--- config.mk ---
export PLATFORM = sky130hd
export DESIGN_NAME = uart_cmd_ctrl
export DESIGN_NICKNAME = d
export VERILOG_FILES = /design/src/rtl/uart_cmd_pkg.sv /design/src/rtl/rx_byte_take.sv /design/src/rtl/uart_cmd_ctrl.sv
export SDC_FILE = /design/constraint.sdc
export NUM_CORES = 1
export LEC_CHECK = 0
export CORE_MARGIN = 10
export CORE_UTILIZATION = 34
export CTS_CLUSTER_DIAMETER = 200
export CTS_CLUSTER_SIZE = 14
export DETAILED_ROUTE_END_ITERATION = 10
export DONT_BUFFER_PORTS = 1
export HOLD_SLACK_MARGIN = 0.12
export PLACE_DENSITY_LB_ADDON = 0.05
export SLEW_MARGIN = 20
export SYNTH_ARGS = -nofsm -noshare
export SYNTH_HDL_FRONTEND = slang
export SYNTH_SLANG_ARGS = --single-unit
--- constraint.sdc ---
create_clock -name clk -period 9.15 [get_ports clk]
set_input_delay 1.3725 -clock clk [delete_from_list [all_inputs] [get_ports clk]]
set_output_delay 1.3725 -clock clk [all_outputs]
set_load 0.05 [all_outputs]
--- src/rtl/uart_cmd_pkg.sv ---
// Shared types and constants for the UART command sequencer.
package uart_cmd_pkg;

    typedef enum logic [2:0] {
        HUNT, GET_CMD, GET_DATA, GET_CHK, EXEC, RD_WAIT, RESP
    } state_t;

    localparam logic [7:0] SYNC_BYTE = 8'hA5;
    localparam logic [7:0] ACK_BYTE  = 8'h06;
    localparam logic [7:0] NAK_BYTE  = 8'h15;

    // 8-bit wrapping checksum over SYNC, CMD and DATA
    function automatic logic [7:0] frame_sum(input logic [7:0] cmd, input logic [7:0] data);
        return SYNC_BYTE + cmd + data;
    endfunction

endpackage

--- src/rtl/rx_byte_take.sv ---
// Byte capture over the uart_rx valid/ack_n handshake; one strobe per accepted byte.
module rx_byte_take (
    input  logic       clk,
    input  logic       rst,
    input  logic       en,
    input  logic [7:0] rx_data,
    input  logic       rx_valid,
    output logic       rx_ack_n,
    output logic [7:0] rx_byte,
    output logic       strobe
);

    logic pend;

    // pend masks a valid held one cycle past the ack so a byte is never taken twice
    always_ff @(posedge clk or posedge rst) begin
        if (rst) begin
            rx_ack_n <= 1'b1;
            rx_byte  <= '0;
            strobe   <= 1'b0;
            pend     <= 1'b0;
        end else begin
            rx_ack_n <= 1'b1;
            strobe   <= 1'b0;
            if (en && rx_valid && !pend) begin
                rx_byte  <= rx_data;
                rx_ack_n <= 1'b0;
                strobe   <= 1'b1;
                pend     <= 1'b1;
            end else if (!rx_valid) begin
                pend <= 1'b0;
            end
        end
    end

endmodule

--- src/rtl/uart_cmd_ctrl.sv ---
// Frames 4-byte UART commands, runs one register access per frame and queues a 1-byte reply.
module uart_cmd_ctrl
    import uart_cmd_pkg::*;
#(
    parameter int TIMEOUT = 100000,
    parameter int RD_LAT  = 1
) (
    input  logic       clk,
    input  logic       rst,
    input  logic [7:0] rx_data,
    input  logic       rx_valid,
    output logic       rx_ack_n,
    output logic [6:0] reg_addr,
    output logic [7:0] reg_wdata,
    output logic       reg_we,
    output logic       reg_re,
    input  logic [7:0] reg_rdata,
    output logic [7:0] tx_data,
    output logic       tx_valid,
    input  logic       tx_ready,
    output logic [7:0] err_cnt,
    output logic       busy
);

    localparam int TW = $clog2(TIMEOUT + 1);
    localparam int RW = (RD_LAT > 1) ? $clog2(RD_LAT) : 1;

    state_t          state;
    logic [7:0]      cmd, dat, rx_byte;
    logic            strobe, take_en, in_get, tmo_hit, chk_bad, err_inc;
    logic [TW-1:0]   tmo;
    logic [RW-1:0]   rd_cnt;

    assign in_get  = state inside {GET_CMD, GET_DATA, GET_CHK};
    // Holding off while a strobe is in flight keeps the take aligned to the FSM step
    assign take_en = (state == HUNT || in_get) && !strobe;
    assign tmo_hit = in_get && (tmo == '0) && !strobe;
    assign chk_bad = (state == GET_CHK) && strobe && (rx_byte != frame_sum(cmd, dat));
    assign err_inc = tmo_hit || chk_bad;
    assign busy    = (state != HUNT);

    rx_byte_take u_take (
        .clk      (clk),
        .rst      (rst),
        .en       (take_en),
        .rx_data  (rx_data),
        .rx_valid (rx_valid),
        .rx_ack_n (rx_ack_n),
        .rx_byte  (rx_byte),
        .strobe   (strobe)
    );

    always_ff @(posedge clk or posedge rst) begin
        if (rst) begin
            tmo     <= '0;
            err_cnt <= '0;
        end else begin
            if (strobe)
                tmo <= TW'(TIMEOUT);
            else if (in_get && tmo != '0)
                tmo <= tmo - TW'(1);
            if (err_inc && err_cnt != 8'hFF)
                err_cnt <= err_cnt + 8'd1;
        end
    end

    always_ff @(posedge clk or posedge rst) begin
        if (rst) begin
            state     <= HUNT;
            cmd       <= '0;
            dat       <= '0;
            rd_cnt    <= '0;
            reg_addr  <= '0;
            reg_wdata <= '0;
            reg_we    <= 1'b0;
            reg_re    <= 1'b0;
            tx_data   <= '0;
            tx_valid  <= 1'b0;
        end else begin
            reg_we <= 1'b0;
            reg_re <= 1'b0;
            if (tmo_hit) begin
                state <= HUNT;
            end else begin
                case (state)
                    HUNT:     if (strobe && rx_byte == SYNC_BYTE) state <= GET_CMD;
                    GET_CMD:  if (strobe) begin cmd <= rx_byte; state <= GET_DATA; end
                    GET_DATA: if (strobe) begin dat <= rx_byte; state <= GET_CHK;  end
                    GET_CHK: if (strobe) begin
                        if (chk_bad) begin
                            tx_data  <= NAK_BYTE;
                            tx_valid <= 1'b1;
                            state    <= RESP;
                        end else begin
                            // strobes are registered here so they are high during EXEC
                            reg_addr <= cmd[6:0];
                            reg_we   <= cmd[7];
                            reg_re   <= !cmd[7];
                            if (cmd[7]) reg_wdata <= dat;
                            state    <= EXEC;
                        end
                    end
                    EXEC: begin
                        if (cmd[7]) begin
                            tx_data  <= ACK_BYTE;
                            tx_valid <= 1'b1;
                            state    <= RESP;
                        end else begin
                            rd_cnt <= RW'(RD_LAT - 1);
                            state  <= RD_WAIT;
                        end
                    end
                    RD_WAIT: begin
                        if (rd_cnt == '0) begin
                            tx_data  <= reg_rdata;
                            tx_valid <= 1'b1;
                            state    <= RESP;
                        end else begin
                            rd_cnt <= rd_cnt - RW'(1);
                        end
                    end
                    RESP: if (tx_ready) begin tx_valid <= 1'b0; state <= HUNT; end
                    default: state <= HUNT;
                endcase
            end
        end
    end

endmodule

Word level (Yosys, flattened, before mapping)
Index checks and enable logic that the tools add are counted.

Register bits: 82.

Multiplexer cells: 38. Equal/unequal tests: 22. Add/subtract/negate cells: 5. Bitwise operators: 2. Reduce and logical (&&, ||, !) cells: 32.

Operators with widths (count): $mux W17 (2); $mux W8 (4); $pmux W8 S3 (1); $mux W3 (7); $pmux W3 S7 (1); $mux W1 (19); $logic_not A17 Y1 (1); $reduce_bool A17 Y1 (1); $sub A17 B1 Y17 const B (1); $ne A3 B2 Y1 const B (4); $reduce_and A6 Y1 (2); $logic_and A1 B1 Y1 (10); $ne A2 B2 Y1 const B (5); $eq A3 B3 Y1 const B (3); $reduce_and A3 Y1 (3); $reduce_bool A3 Y1 (3); $add A8 B1 Y8 const B (1); $add A8 B8 Y8 (1); $add A8 B8 Y8 const A (1); $eq A8 B8 Y1 const B (1); $ne A8 B8 Y1 (1); $ne A8 B8 Y1 const B (1); $reduce_and A7 Y1 (1); $eq A3 B2 Y1 const B (2); 15 further kinds (23).

Longest topological paths before layout
Gate-level depths: netlist of run 1.

Depth in word-level cells: 8. Depth in mapped cells: 13. Gate-level depth less buffers: 12.

Hierarchy
Synthesis of run 1 repeated with hierarchy kept, for this count alone.

Cells, all modules: 351. Area, all modules: 3962.6 sq um.

Modules (own cells, without submodules): uart_cmd_ctrl (cells each 327, area an instance 3532.1 sq um, sequential area each 1751.7 sq um, instances 1); rx_byte_take (cells each 24, area an instance 430.4 sq um, sequential area each 276.5 sq um, instances 1).

Worst setup path after synthesis of run 1
OpenSTA, ideal clock, no wires.

Path kind: reg2reg. Start point: reg cmd[1]. End point: reg reg_addr[0]. Arrival time: 3243 ps. Path slack: 5783 ps. Cell stages (with the launch flop): 11. Path buffers: 0. Library setup time: 125 ps. Cell sequence: dfrtp_1 > ha_1 > ha_1 > fa_1 > xor2_1 > nor3_1 > nand4b_1 > or4b_1 > or2_2 > nor2_1 > mux2_2.

Word-level cells in the longest chain between the ends: 6.

RTL lines: start: declaration (line uart_cmd_ctrl.sv:29) `logic [7:0] cmd, dat, rx_byte;`; start signal: assignment (line uart_cmd_ctrl.sv:70) `cmd <= '0;`; start signal: assignment (line uart_cmd_ctrl.sv:87) `GET_CMD: if (strobe) begin cmd <= rx_byte; state <= GET_DATA; end`; $add A8 B8 Y8 (2 in series) (line uart_cmd_pkg.sv:14) `return SYNC_BYTE + cmd + data;`; $ne A8 B8 Y1 (line uart_cmd_ctrl.sv:38) `assign chk_bad = (state == GET_CHK) && strobe && (rx_byte != frame_sum(cmd, dat));`; $logic_and A1 B1 Y1 (line uart_cmd_ctrl.sv:38); $not A1 Y1 (no source line); $reduce_and A4 Y1 (no source line); end signal: assignment (line uart_cmd_ctrl.sv:96) `reg_addr <= cmd[6:0];`; end: declaration (line uart_cmd_ctrl.sv:13) `output logic [6:0] reg_addr,`.

No other way between the ends. A chain may end at the register's enable or synchronous reset.

Worst setup path in the final report of run 1
Start point: reg cmd[1]. End point: reg reg_wdata[0].

Word-level cells in the longest chain between the ends: 6.

RTL lines: $add A8 B8 Y8 (2 in series) (line uart_cmd_pkg.sv:14); $ne A8 B8 Y1 (line uart_cmd_ctrl.sv:38); $logic_and A1 B1 Y1 (line uart_cmd_ctrl.sv:38); $not A1 Y1 (no source line); $reduce_and A5 Y1 (no source line); end signal: assignment (line uart_cmd_ctrl.sv:99) `if (cmd[7]) reg_wdata <= dat;`; end: declaration (line uart_cmd_ctrl.sv:14) `output logic [7:0] reg_wdata,`.

No other way between the ends.

==> flow_metrics.tcl, run 1 <==
set metrics [dict create \
    slew-limit-headroom_pct 38.5 \
    coreArea_um2 11500 \
    cts_setup_buffers 0 \
    synth_nets 395 \
    grt_pass1_wl_mm 14.5 \
    ir_drop_uv 179 \
    critical_path_required_ns 9.38 \
    num_rows 39 \
    grt_pass1_vias 2745 \
    numCtsBuffers 9 \
    critPathCaptureType "flip-flop" \
    crit_arrival_ns 3.94 \
    leakagePower_nw 1.97 \
    fmaxAchievable_mhz 269 \
    worstHoldPathType "flip-flop to flip-flop" \
    worstMarginPinSlew_ns 0.919 \
    wirelength_mm 8.89 \
    cts.repair.resized 0 \
    r2r-end "reg_wdata[0]" \
    antenna_found_initial 0 \
    syn_inst 359 \
    ant_nets 0 \
    drv_slew 0 \
    synth-async-reset-ratio_pct 100 \
    layout_min_cycle_time_ns 3.71 \
    final_common_cell "dfrtp_1" \
    area_delta_synth_final_pct 12.1 \
    critPathMaxFanout 9 \
    routed_via_density 5.09 \
    period_share_pct 40.6 \
    synth_ff_type "dfrtp_1" \
    place_hpwl_mm 6.37 \
    maxCapViolCount 0 \
    tns_ns 0 \
    yosys_warnings 0 \
    seqPwrFrac_pct 41.7 \
    cts_buffer_depth 2 \
    layout_common_cells "80 x dfrtp_1, 35 x mux2_2, 27 x nand2_1" \
    reg2regPathDepth 10 \
    crit_type "flip-flop to flip-flop" \
    grt_remaining_overflow 0 \
    cts_root_buffer "clkbuf_16" \
    ys_types 52 \
    vias 2593 \
    cts_max_level 3 \
    synth_seq_area_share_pct 50.8 \
    start_util_pct 34.8 \
    hold_start "dat[2]" \
    die_x_um 128 \
    synth_seq_cells 81 \
    synth-edff-count 0 \
    cell_internal_pwr_mw 0.988 \
    hold_viol_final 0 \
    multi_input_area_um2 1840 \
    post_drt_wl_per_cell_um 17.5 \
    grt.total_usage_pct 11.3 \
    combPwrFrac_pct 34.4 \
    r2r_slack_ns 5.44 \
    final_util_pct 39.0 \
    dieArea_um2 16500 \
    drcViolationCount 0 \
    syn_area_um2 3990 \
    layout.nets 397 \
    seq_area_um2 2030 \
    cts_tree "built" \
    pwr-share-clk_pct 23.9 \
    clock_sinks 81 \
    swShare_pct 40.0 \
    switchingPower_mw 0.658 \
    pin_count 56 \
    worst_setup_path_start_kind "flip-flop" \
    drt-initial-drc-count 108 \
    crit_start "cmd[1]" \
    powerDensity_nw_per_um2 368 \
    status "complete, no violations" \
    drive_gt1_share_pct 18.3 \
    dr.pass1.iters 4 \
    die_h_um 128 \
    crit_end "reg_wdata[0]" \
    clk-insertion-delay-late_ns 0.34 \
    grt_max_degree 55 \
    syn_area_per_cell_um2 11.1 \
    diodes 0 \
    rsz0062_at_grt "no" \
    timing.rr.start "cmd[1]" \
    cts.reportedPaths.clkPinSlew_ns 0.06 \
    fill_cells 1124 \
    finalClockSkew_ns 0.00823 \
    setup_violations 0 \
    globalplace.congestion 0.742 \
    ctsHoldBuffers 0 \
    port_buffers 0 \
]
==> critical path, stage by stage, from the launching register on <==
cell and delay (ns):
dfrtp_1 0.39, ha_1 0.30, ha_1 0.23, fa_1 0.45
xor2_1 0.15, nor3_1 0.18, nand4b_1 0.12, or4b_1 0.54
or2_2 0.34, nor3_4 0.49, mux2_2 0.40
==> worst min-delay path by stage <==
stage                   endpoint  slack [ns]  depth (start not counted)
floorplan            u_take.pend        0.46                          1
global placement     reg_addr[0]        0.49                          1
detailed placement   reg_addr[0]        0.49                          1
CTS                 reg_wdata[2]        0.51                          1
global route        reg_wdata[2]        0.52                          1
finish              reg_wdata[2]        0.51                          1
==> area by class of cell <==
class                      count  area share [%]
clock inverter                 2            1.34
tap                          143            4.00
multi-input combinational    245            41.1
clock buffer                  14            5.90
sequential                    81            45.3
timing repair buffer           4           0.671
inverter                      20            1.71
==> power by group through the flow <==
stage	clock network [mW]	registers [mW]	logic (mW)
after floorplan	0	0.633	0.497
after global placement	0	0.696	0.564
after detailed placement	0	0.696	0.571
after CTS	0.410	0.690	0.575
after global routing	0.422	0.707	0.657
final	0.394	0.685	0.566
==> kinds of logic (layout without fill, tap and decap cells) <==
kind of cell	Yosys count	in the layout	share of synthesized area, %
AO/OA/AOI/OAI	53	53	9.53
flip-flops	81	81	50.8
XOR/XNOR	28	28	6.14
AND/OR/NAND/NOR	111	111	14.5
multiplexers	37	37	10.4
adder cells (fa/ha/maj)	16	16	5.20
buffers and inverters	33	40	3.35
==> Yosys cell counts (2+ instances only) <==
library cell,count,area (um^2)
a211oi_2,5,62.6
a21o_1,2,15.0
a21oi_1,10,50.1
a22o_1,5,43.8
a22oi_1,3,22.5
and3_1,5,31.3
buf_2,2,10.0
clkbuf_1,10,37.5
dfrtp_1,80,2000
ha_1,15,188
inv_1,20,75.1
mux2_1,2,22.5
mux2_2,35,394
nand2_1,27,101
nand2b_1,8,50.1
nand3_1,9,45.0
nor2_1,26,97.6
nor2b_1,3,18.8
nor3_1,10,50.1
nor4_1,5,31.3
nor4bb_1,2,20.0
o21ai_0,13,65.1
o21bai_1,2,15.0
o31ai_1,2,15.0
or2_2,2,12.5
or3_1,2,12.5
or3_4,2,22.5
or4_1,2,15.0
xnor2_1,13,114
xor2_1,15,131
==> state kept, by name (all words and copies together) (netlist names), 3 cells and up <==
| signal | count |
|---|---|
| u_take.rx_byte | 8 |
| err_cnt | 8 |
| cmd | 8 |
| dat | 8 |
| reg_wdata | 8 |
| tmo | 17 |
| state | 3 |
| tx_data | 8 |
| reg_addr | 7 |
==> per-layer routing <==
| metal | global-route usage [%] | wire (um) | vias to the layer above |
|---|---|---|---|
| li1 | - | - | 1254 |
| met1 | 13.3 | 3940 | 1286 |
| met2 | 17.3 | 4110 | 45 |
| met3 | 6.04 | 723 | 8 |
| met4 | 3.84 | 110 | 0 |
| met5 | 0 | 0 | - |
==> stage by stage <==
step           cells  cell area [um^2]  total power [mW]  hold WS (ns)  worst slack [ns]
2_1_floorplan    359              3990              1.13         0.465              5.70
3_3_place_gp     493              4150              1.26         0.489              5.49
3_5_place_dp     493              4150              1.27         0.493              5.37
4_1_cts          509              4470              1.68         0.511              5.37
5_1_grt          509              4470              1.78         0.524              5.19
6_report         509              4470              1.65         0.508              5.44
Note: power is estimated with default switching activity, not from simulation.
==> inputs of run 2 (changes only) <==
==> constraint.sdc (replaced) <==
create_clock -name clk -period 3.2 [get_ports clk]
set_input_delay 0.48 -clock clk [delete_from_list [all_inputs] [get_ports clk]]
set_output_delay 0.48 -clock clk [all_outputs]
set_load 0.05 [all_outputs]
==> run 2 against run 1 <==
Compared with the run above: cell count is 4.3% higher; clock-buffer cell count decreased by 1; register-to-register slack got worse by 5.6 ns; power grew to 3.0 times the previous value; utilization up 3.0 points; largest power group unchanged; the run now ends with negative setup slack left; maximum frequency increased by 9.0%; sequential power grew to 2.8 times the previous value.
==> flow_metrics.tcl, run 2 (synthesis gave the netlist of run 1 again) <==
set metrics [dict create \
    status "finished, violations left" \
    violations "negative setup slack" \
    cts_root_buffer "clkbuf_16" \
    wirelength_met1_mm 4.28 \
    powerDensity_nw_per_um2 1030 \
    slew-limit-headroom_pct 55.5 \
    post_drt_wl_per_cell_um 17.5 \
    drv_slew 0 \
    worst_setup_path_start_kind "flip-flop" \
    grt.total_usage_pct 11.7 \
    final_cell_area_um2 4820 \
    pin_count 56 \
    multi_input_area_um2 1960 \
    antenna_found_initial 0 \
    layout_min_cycle_time_ns 3.41 \
    period_share_pct 106 \
    ant_nets 0 \
    cts_tree "built" \
    rsz0062_at_grt "yes" \
    fmaxAchievable_mhz 294 \
    grt_pass1_vias 2639 \
    grt_max_degree 82 \
    dieArea_um2 16500 \
    ir_drop_uv 394 \
    maxCapViolCount 0 \
    place_hpwl_mm 6.40 \
    ctsHoldBuffers 0 \
    drt-initial-drc-count 137 \
    place_area_um2 4300 \
    worstMarginPinSlew_ns 0.663 \
    grt_remaining_overflow 0 \
    vias 2638 \
    cts_max_level 3 \
    die_x_um 128 \
    placed_cells 508 \
    seq_area_um2 2030 \
    globalplace.congestion 0.750 \
    largest_register_ffs 17 \
    routed_via_density 4.97 \
    worstHoldPathType "input port to async pin" \
    crit_type "flip-flop to flip-flop" \
    final_common_cell "dfrtp_1" \
    layout_common_cells "80 x dfrtp_1, 27 x nand2_1, 25 x nor2_1, 25 x mux2_2, 17 x buf_4" \
    critical_path_required_ns 3.42 \
    reg2regPathDepth 12 \
    wirelength_mm 9.27 \
    start_util_pct 34.8 \
    finalClockSkew_ns 0.00809 \
    finalNonFillerCells 531 \
    drive_gt1_share_pct 26.8 \
    num_rows 39 \
    die_h_um 128 \
    largest_register "tmo" \
    diodes 0 \
    clock_sinks 81 \
    cts.reportedPaths.clkPinSlew_ns 0.05 \
    cts_buffer_depth 2 \
    coreArea_um2 11500 \
    top_layer "met4" \
    tns_ns -4.24 \
    grt_pass1_wl_mm 15.0 \
    layout.nets 420 \
    critPathCaptureType "flip-flop" \
    critPathMaxFanout 7 \
    drcViolationCount 0 \
    dr.pass1.iters 4 \
    fill_cells 1083 \
    port_buffers 0 \
    wl_met2_mm 4.07 \
    area_delta_synth_final_pct 20.7 \
    numCtsBuffers 9 \
    clk-insertion-delay-late_ns 0.35 \
    crit_arrival_ns 3.63 \
    setup_violations 32 \
    final_util_pct 42.0 \
    totalPowerFinal_mw 4.98 \
    fin_ws_ns -0.205 \
    leakagePower_nw 2.12 \
    hold_viol_final 0 \
    dr_wl_met3_um 818 \
]
==> run 2: worst max-delay path, stage by stage, from the launching register on <==
cell and delay, ns:
dfrtp_1 0.41, ha_4 0.26, ha_4 0.16, fa_1 0.48
xor2_1 0.16, nor3_2 0.19, nand4b_1 0.12, or4b_4 0.49
or2_4 0.28, buf_4 0.15, nor2_4 0.11, buf_12 0.15
mux2_2 0.33
==> run 2: path summary, 6_finish.rpt <==
kind                       slack (ns)              end     start
max                             -0.21      reg_addr[6]    dat[1]
min                               0.1     reg_wdata[4]       rst
max reg2reg                     -0.21      reg_addr[6]    dat[1]
min reg2reg                      0.50     reg_wdata[2]    dat[2]
max in group asynchronous        2.71  u_take.rx_ack_n       rst
min in group clk                 0.25      u_take.pend  rx_valid
==> run 2: what timing repair did <==
action	in CTS	in global routing
gates resized for setup	14	18
endpoints found under the setup margin	29	33
setup buffers	4	4
pin swaps	8	13
==> run 2: routing by layer <==
layer	GRT usage, %	vias up
met5	0	-
met4	3.77	0
met3	6.90	8
met2	16.4	43
met1	14.8	1287
li1	-	1300
==> run 2: where the power goes <==
group	leakage [nW]	internal (mW)	total [mW]	switching, mW
combinational	0.946	0.970	1.94	0.970
clock	0.158	0.684	1.09	0.402
sequential	1.02	1.32	1.95	0.633
==> run 2: layout make-up <==
| class | count | share of cell area (%) |
|---|---|---|
| sequential | 81 | 42.1 |
| multi-input combinational | 245 | 40.6 |
| clock buffer | 13 | 5.82 |
| timing repair buffer | 27 | 5.43 |
| tap | 143 | 3.71 |
| inverter | 20 | 1.58 |
| clock inverter | 2 | 0.727 |
==> run 2: through the flow <==
| step | worst slack, ns | hold WS (ns) |
|---|---|---|
| global placement | -0.160 | 0.489 |
| finish | -0.205 | 0.0993 |
| global route | -0.319 | 0.144 |
| CTS | -0.221 | 0.126 |
| detailed placement | -0.239 | 0.489 |
| floorplan | -0.0765 | 0.465 |
==> inputs of run 3 (changes only) <==
==> constraint.sdc (replaced) <==
create_clock -name clk -period 3.2 [get_ports clk]
set_input_delay 0 -clock clk [delete_from_list [all_inputs] [get_ports clk]]
set_output_delay 0 -clock clk [all_outputs]
set_load 0.05 [all_outputs]
==> run 3 against run 2 <==
Compared with the run above: the run still ends with negative setup slack left; clock skew shrank 0.0037 ns; highest routed layer unchanged; sequential power about the same; maximum frequency increased by 0.99%.
==> flow_metrics.tcl, run 3 (synthesis gave the netlist of run 1 again) <==
set metrics [dict create \
    status "finished, violations left" \
    violations "negative setup slack" \
    setup_violations 30 \
    die_x_um 128 \
    cts_max_level 3 \
    hold_slack_ns 0.121 \
    grt.total_usage_pct 11.6 \
    finalClockSkew_ns 0.00436 \
    final_common_cell "dfrtp_1" \
    r2r_slack_ns -0.17 \
    area_delta_synth_final_pct 21.2 \
    post_drt_wl_per_cell_um 16.4 \
    critPathCaptureType "flip-flop" \
    place_hpwl_mm 6.55 \
    drcViolationCount 0 \
    reg2regPathDepth 11 \
    drt-initial-drc-count 141 \
    slew-limit-headroom_pct 55.3 \
    ant_nets 0 \
    grt_max_degree 30 \
    layout.nets 437 \
    largest_register "tmo" \
    grt_pass1_vias 2740 \
    largest_register_ffs 17 \
    slowest_stage "or4b_4" \
    final_util_pct 42.2 \
    worstMarginPinSlew_ns 0.665 \
    grt_remaining_overflow 0 \
    ir_drop_uv 361 \
    crit_type "flip-flop to flip-flop" \
    maxCapViolCount 0 \
    globalplace.congestion 0.747 \
    fin_ws_ns -0.172 \
    pre_cts_slack_ns -0.247 \
    cts_root_buffer "clkbuf_16" \
    clock_sinks 81 \
    hold_viol_final 0 \
    fill_cells 1126 \
    start_util_pct 34.8 \
    place_area_um2 4290 \
    layout_min_cycle_time_ns 3.37 \
    port_buffers 0 \
    r2r-end "reg_wdata[5]" \
    num_rows 39 \
    drive_gt1_share_pct 22.9 \
    final_cell_area_um2 4840 \
    cts_tree "built" \
    layout_common_cells "80 x dfrtp_1, 29 x mux2_2, 27 x nand2_1" \
    routed_via_density 4.96 \
    wirelength_mm 9.01 \
    finalNonFillerCells 549 \
    dieArea_um2 16500 \
    drv_slew 0 \
    coreArea_um2 11500 \
    cts.reportedPaths.clkPinSlew_ns 0.06 \
    timing.rr.start "cmd[1]" \
    pin_count 56 \
    diodes 0 \
    powerDensity_nw_per_um2 970 \
    leakagePower_nw 2.15 \
    seq_area_um2 2030 \
    placed_cells 509 \
    numCtsBuffers 9 \
    grt_pass1_wl_mm 15.1 \
    crit_arrival_ns 3.59 \
    critPathMaxFanout 5 \
    dr.pass1.iters 4 \
    period_share_pct 105 \
    multi_input_area_um2 1880 \
    die_h_um 128 \
    vias 2725 \
    critical_path_required_ns 3.42 \
    rsz0062_at_grt "yes" \
    crit_path_max_incr_delay_ns 0.53 \
    worstHoldPathType "input port to async pin" \
    crit_chain "ha_1, ha_2, fa_1, xor2_1, nor3_1, nand4b_1, or4b_4, or2_4, nor3_4, buf_6, mux2_2" \
    worst_setup_path_start_kind "flip-flop" \
    clk-insertion-delay-late_ns 0.33 \
    cts_buffer_depth 2 \
    fmaxAchievable_mhz 297 \
    antenna_found_initial 0 \
]
-- run 3: changes by cell type in the layout (fill, tap and decap cells not counted), sizes merged --
cell         delta
buf             -2
bufinv          -1
clkinv          +2
dlygate4sd3    +19
-- run 3: worst max-delay path, delay by kind of cell, from the launching register on --
kind / cells / cell delay, ns
buf+inv: 1 / 0.16
flops: 1 / 0.38
mux: 1 / 0.32
fa+ha+maj: 3 / 0.95
simple gates: 5 / 1.30
xor+xnor: 1 / 0.15
-- run 3: metrics by stage --
| stage | power [mW] | setup TNS [ns] |
|---|---|---|
| floorplan | 3.24 | -0.569 |
| global placement | 3.70 | -1.79 |
| detailed placement | 3.71 | -4.37 |
| CTS | 4.76 | -4.54 |
| global route | 5.11 | -7.82 |
| finish | 4.69 | -3.48 |
-- run 3: area by class of cell --
class / count / area share [%]
flip-flops and latches: 81 / 41.9
inverters: 20 / 1.58
well taps: 143 / 3.70
multi-input cells: 245 / 38.8
repair buffers: 44 / 8.30
clock inverters: 3 / 0.310
clock buffers: 13 / 5.38
-- run 3: worst max path at each step --
stage           start      endpoint  slack, ns  cells past startpoint
2_1_floorplan  cmd[1]  reg_wdata[1]      -0.08                     10
3_3_place_gp   cmd[1]  reg_wdata[3]      -0.16                     11
3_5_place_dp   cmd[1]  reg_wdata[3]      -0.25                     11
4_1_cts        cmd[1]  reg_wdata[5]      -0.21                     11
5_1_grt        cmd[1]  reg_wdata[4]      -0.32                     11
6_report       cmd[1]  reg_wdata[5]      -0.17                     11
-- run 3: timing repair --
item                                   CTS  global route
setup endpoints to repair               30            32
endpoints found under the hold margin  101             0
buffers inserted                         3             1
cloned                                   1             0
resized for setup                       12             1
pin swaps                                2             0
hold buffers                            19             0
-- run 3: where the power goes --
group          internal, mW  switching, mW
logic                 0.893          0.902
registers              1.32          0.622
clock network         0.564          0.394
total                  2.78           1.92
-- run 3: per-layer routing --
| metal | part of all wire, % | routed length, um | vias to the layer above | global-route usage, % |
|---|---|---|---|---|
| met3 | 7.4 | 669 | 12 | 4.39 |
| li1 | - | - | 1341 | - |
| met2 | 43 | 3850 | 49 | 16.1 |
| met4 | 1.9 | 170 | 0 | 4.97 |
| met1 | 48 | 4320 | 1323 | 15.7 |
| met5 | 0 | 0 | - | 0 |
